**src/rtl/serial_tx.sv**
```systemverilog
// serial_tx: framed parallel-to-serial transmitter (start, DATA_W bits LSB first, optional even parity, stop).
module serial_tx #(
    parameter int DATA_W       = 8,
    parameter int CLKS_PER_BIT = 4,
    parameter bit PARITY_EN    = 1'b0
) (
    input  logic              clk,
    input  logic              reset,
    input  logic [DATA_W-1:0] tx_data,
    input  logic              tx_valid,
    output logic              tx_ready,
    output logic              tx_out,
    output logic              tx_busy,
    output logic              tx_done
);
    localparam int CW = CLKS_PER_BIT > 1 ? $clog2(CLKS_PER_BIT) : 1;
    localparam int BW = $clog2(DATA_W + 1);
    localparam logic [CW-1:0] CNT_LAST = CW'(CLKS_PER_BIT - 1);
    localparam logic [BW-1:0] BIT_LAST = BW'(DATA_W - 1);

    typedef enum logic [2:0] {IDLE, START, DATA, PARITY, STOP} state_t;

    state_t state, state_n;
    logic [CW-1:0] cnt, cnt_n;
    logic [BW-1:0] bit_cnt, bit_n;
    logic [DATA_W-1:0] shift, shift_n;
    logic par, par_n, last;

    always_comb begin
        state_n = state;
        cnt_n   = cnt;
        bit_n   = bit_cnt;
        shift_n = shift;
        par_n   = par;
        last    = cnt == CNT_LAST;
        if (state == IDLE) begin
            if (tx_valid && tx_ready) begin
                state_n = START;
                shift_n = tx_data;
                par_n   = ^tx_data;
                cnt_n   = '0;
            end
        end else begin
            cnt_n = last ? '0 : cnt + 1'b1;
            if (last) begin
                case (state)
                    START: begin
                        state_n = DATA;
                        bit_n   = '0;
                    end
                    DATA: begin
                        shift_n = shift >> 1;
                        bit_n   = bit_cnt + 1'b1;
                        if (bit_cnt == BIT_LAST) state_n = PARITY_EN ? PARITY : STOP;
                    end
                    PARITY:  state_n = STOP;
                    default: state_n = IDLE;
                endcase
            end
        end
    end

    // Outputs are decoded from the next state so that they register alongside it.
    always_ff @(posedge clk) begin
        if (reset) begin
            state    <= IDLE;
            cnt      <= '0;
            bit_cnt  <= '0;
            shift    <= '0;
            par      <= 1'b0;
            tx_out   <= 1'b1;
            tx_ready <= 1'b1;
            tx_busy  <= 1'b0;
            tx_done  <= 1'b0;
        end else begin
            state    <= state_n;
            cnt      <= cnt_n;
            bit_cnt  <= bit_n;
            shift    <= shift_n;
            par      <= par_n;
            tx_out   <= state_n == START ? 1'b0 : state_n == DATA ? shift_n[0] :
                        state_n == PARITY ? par_n : 1'b1;
            tx_ready <= state_n == IDLE;
            tx_busy  <= state_n != IDLE;
            tx_done  <= state == STOP && state_n == IDLE;
        end
    end
endmodule

```
**config.mk**
```make
export PLATFORM = sky130hd
export DESIGN_NAME = serial_tx
export DESIGN_NICKNAME = d
export VERILOG_FILES = /design/src/rtl/serial_tx.sv
export SDC_FILE = /design/constraint.sdc
export NUM_CORES = 1
export LEC_CHECK = 0
export BUFFER_PORTS_ARGS = -buffer_cell sky130_fd_sc_hd__buf_4
export CAP_MARGIN = 30
export CORE_AREA = 2 2 64 66
export DETAILED_ROUTE_END_ITERATION = 10
export DIE_AREA = 0 0 66 68
export REMOVE_ABC_BUFFERS = 1
export SYNTH_ARGS = -nofsm -noshare
export SYNTH_HDL_FRONTEND = slang
export SYNTH_SLANG_ARGS = --single-unit
```
**constraint.sdc**
```tcl
create_clock -name clk -period 4 [get_ports clk]
set_clock_uncertainty 0.1 [all_clocks]
set_input_delay 0.8 -clock clk [delete_from_list [all_inputs] [get_ports clk]]
set_output_delay 0.8 -clock clk [all_outputs]
set_load 0.03 [all_outputs]
```
==> results.yml <==
run_status:
  status: "finished clean"
global_route:
  grt_max_degree: 22
  grt-ovfl-total: 0
  grt_antenna_before_repair: 0
  grt_pass1_vias: 845
  grt_usage_pct: 10.8
  grt_pass1_wl_um: 3730
power:
  p_int_w: 0.000334
  swShare_pct: 26.7
  p_clk_share_pct: 30.0
  p_seq_share_pct: 53.4
  p_switching_w: 0.000122
  p_total_w: 0.000455
  p_comb_share_pct: 16.6
  powerDensity_nw_per_um2: 359
  power.leakage_nw: 0.462
  irDropWorstVdd_uv: 141
layout:
  diodes: 0
  utilization_pct: 32.8
  nets: 151
  area_delta_synth_final_pct: 14.5
  layout-drive-gt1-share_pct: 16.2
  final_area_um2: 1270
  n_fill_cell: 417
timing:
  min_period_ns: 1.87
  relSlewSlack_pct: 58.1
  final_max_slew_viol_count: 0
  rsz0062_at_grt: "no"
  finalHoldViolations: 0
  timing.fmax_mhz: 534
  worst_pin_slew_ns: 0.628
  fin_tns_setup_ns: 0
  setup_viol: 0
  period_share_pct: 46.9
clock_network:
  cts_resized: 0
  cts_buffers: 3
  cts_tree: "yes"
  ctsHoldBuffers: 0
  cts.sinks: 22
  cts.htree.levels: 1
  post_cts_buffers: 0
  clk_pin_slew_worst_paths_ns: 0.07
  clockBufferDepth: 2
  cts_root_buf: "clkbuf_8"
  clk_latency_ns: 0.26
synth:
  yosysTopAreaCellShare_pct: 39.8
  synth.avg_cell_area_um2: 8.71
  synth_edf_count: 0
  ys.warnings.count: 0
  async_reset_ff_share_pct: 0
  yosysTopAreaCell: "dfxtp_1"
  ys_top_cells_by_count: "dfxtp_1, a21oi_1, nand2_1, nor2_1, a22oi_1"
  synth.most_common_cell: "dfxtp_1"
  synthFlopType: "dfxtp_1"
  synth_area_um2: 1110
  yosys-top-cells-area: "dfxtp_1, xnor2_1, a21oi_1"
  ys_types: 38
  ys_seq_area_share_pct: 39.8
  netlist_instances: 127
  ys_ff_latch: 22
routing:
  antenna_left: 0
  route.detailed.drc: 0
  avgViaCountPerCell: 4.91
  first_iter_violations: 20
  firstDrtPassIters: 4
  routed_wirelength_um: 2090
  vias: 914
  wl_per_cell_um: 11.2
worst_setup_path:
  cp.required_ns: 4.05
  critPathLaunchType: "flop"
  critical_path_class: "flop to flop"
  worstPathMaxFanout: 10
  critPathCaptureType: "flop"
  cp.arrival_ns: 1.92
floorplan:
  coreArea_um2: 3860
  initial_core_util_pct: 28.7
  fp.dieH_um: 68
  die_x_um: 66
  die_area_um2: 4490
  row_count: 23
  ios: 15
flow_run:
  drv_cap: 0
min_path:
  hold_path_class: "flop to flop"
place:
  place_area_um2: 1220
  dp.final_hpwl_um: 1540
  numPortBuffers: 14
  gp_congestion: 0.766
## path summary, 6_finish.rpt
kind | slack [ns] | depth (start not counted) | endpoint | start
max reg2reg | 2.13 | 6 | shift[7] | cnt[0]
max | 2.13 | 6 | shift[7] | cnt[0]
min reg2reg | 0.36 | 2 | shift[6] | shift[6]
min | 0.36 | 2 | shift[6] | shift[6]
## power groups by stage
stage                     clock (W)  combinational [W]  sequential [W]
after floorplan                   0          0.0000452        0.000252
after global placement            0          0.0000753        0.000248
after detailed placement          0          0.0000763        0.000248
after CTS                  0.000141          0.0000766        0.000243
after global routing       0.000151          0.0000847        0.000245
final                      0.000137          0.0000755        0.000243
## flip-flops by register name, indices dropped and copies added, names as in the netlist
register	flops
tx_done	1
tx_out	1
tx_ready	1
shift	8
par	1
state	3
bit_cnt	4
cnt	2
tx_busy	1
## placed cells by master, fill, tap and decap left out, types with 2 or more instances in the layout
master    netlist  final
a21oi_1        12     12
a22oi_1         8      8
a31oi_1         2      2
and3_1          2      2
buf_4           0     14
clkbuf_8        0      3
dfxtp_1        22     22
ha_1            2      2
inv_1           4      4
nand2_1        12     12
nand2b_1        3      3
nand3_1         5      5
nor2_1          9      9
nor2b_1         2      2
nor3_1          3      3
o21ai_0         2      2
o21ai_1         3      3
o22ai_1         2      2
o31ai_1         2      2
xnor2_1         7      7
## final cells by class
type	instances	area [um^2]	share of cell area, %
clock buffers	3	41.3	3.26
well taps	50	62.6	4.94
repair buffers	14	105	8.30
inverters	4	15.0	1.19
flip-flops and latches	22	440	34.8
multi-input cells	93	602	47.5
## critical path, stage by stage (launching register included)
cell      delay [ns]
dfxtp_1         0.35
ha_1            0.34
nand2b_1        0.26
nor3b_4         0.42
nor2_4          0.11
a22oi_2         0.13
nor2_1          0.05
## stage by stage
| stage | worst slack [ns] | cells | hold slack (ns) |
|---|---|---|---|
| 6_report | 2.13 | 186 | 0.362 |
| 5_1_grt | 1.95 | 186 | 0.394 |
| 4_1_cts | 2.12 | 186 | 0.368 |
| 3_5_place_dp | 2.14 | 183 | 0.357 |
| 3_3_place_gp | 2.16 | 183 | 0.355 |
| 2_1_floorplan | 2.33 | 119 | 0.331 |
## per-layer routing
metal,share of wire [%],vias to the layer above,global-route usage [%]
met5,0,-,0
met4,1.3,0,3.83
met3,3.4,4,2.47
met2,46,18,17.6
met1,49,418,14.0
li1,-,474,-
## cell families (layout without fill, tap and decap cells)
group / Yosys count / after routing / share of synthesized area, %
AND/OR/NAND/NOR: 44 / 44 / 22.2
adder cells (fa/ha/maj): 2 / 2 / 2.26
buffers and inverters: 12 / 21 / 5.77
XOR/XNOR: 7 / 7 / 5.54
flip-flops: 22 / 22 / 39.8
multiplexers: 1 / 1 / 0.905
AO/OA/AOI/OAI: 39 / 39 / 23.5
Note: power is estimated with default switching activity, not from simulation.
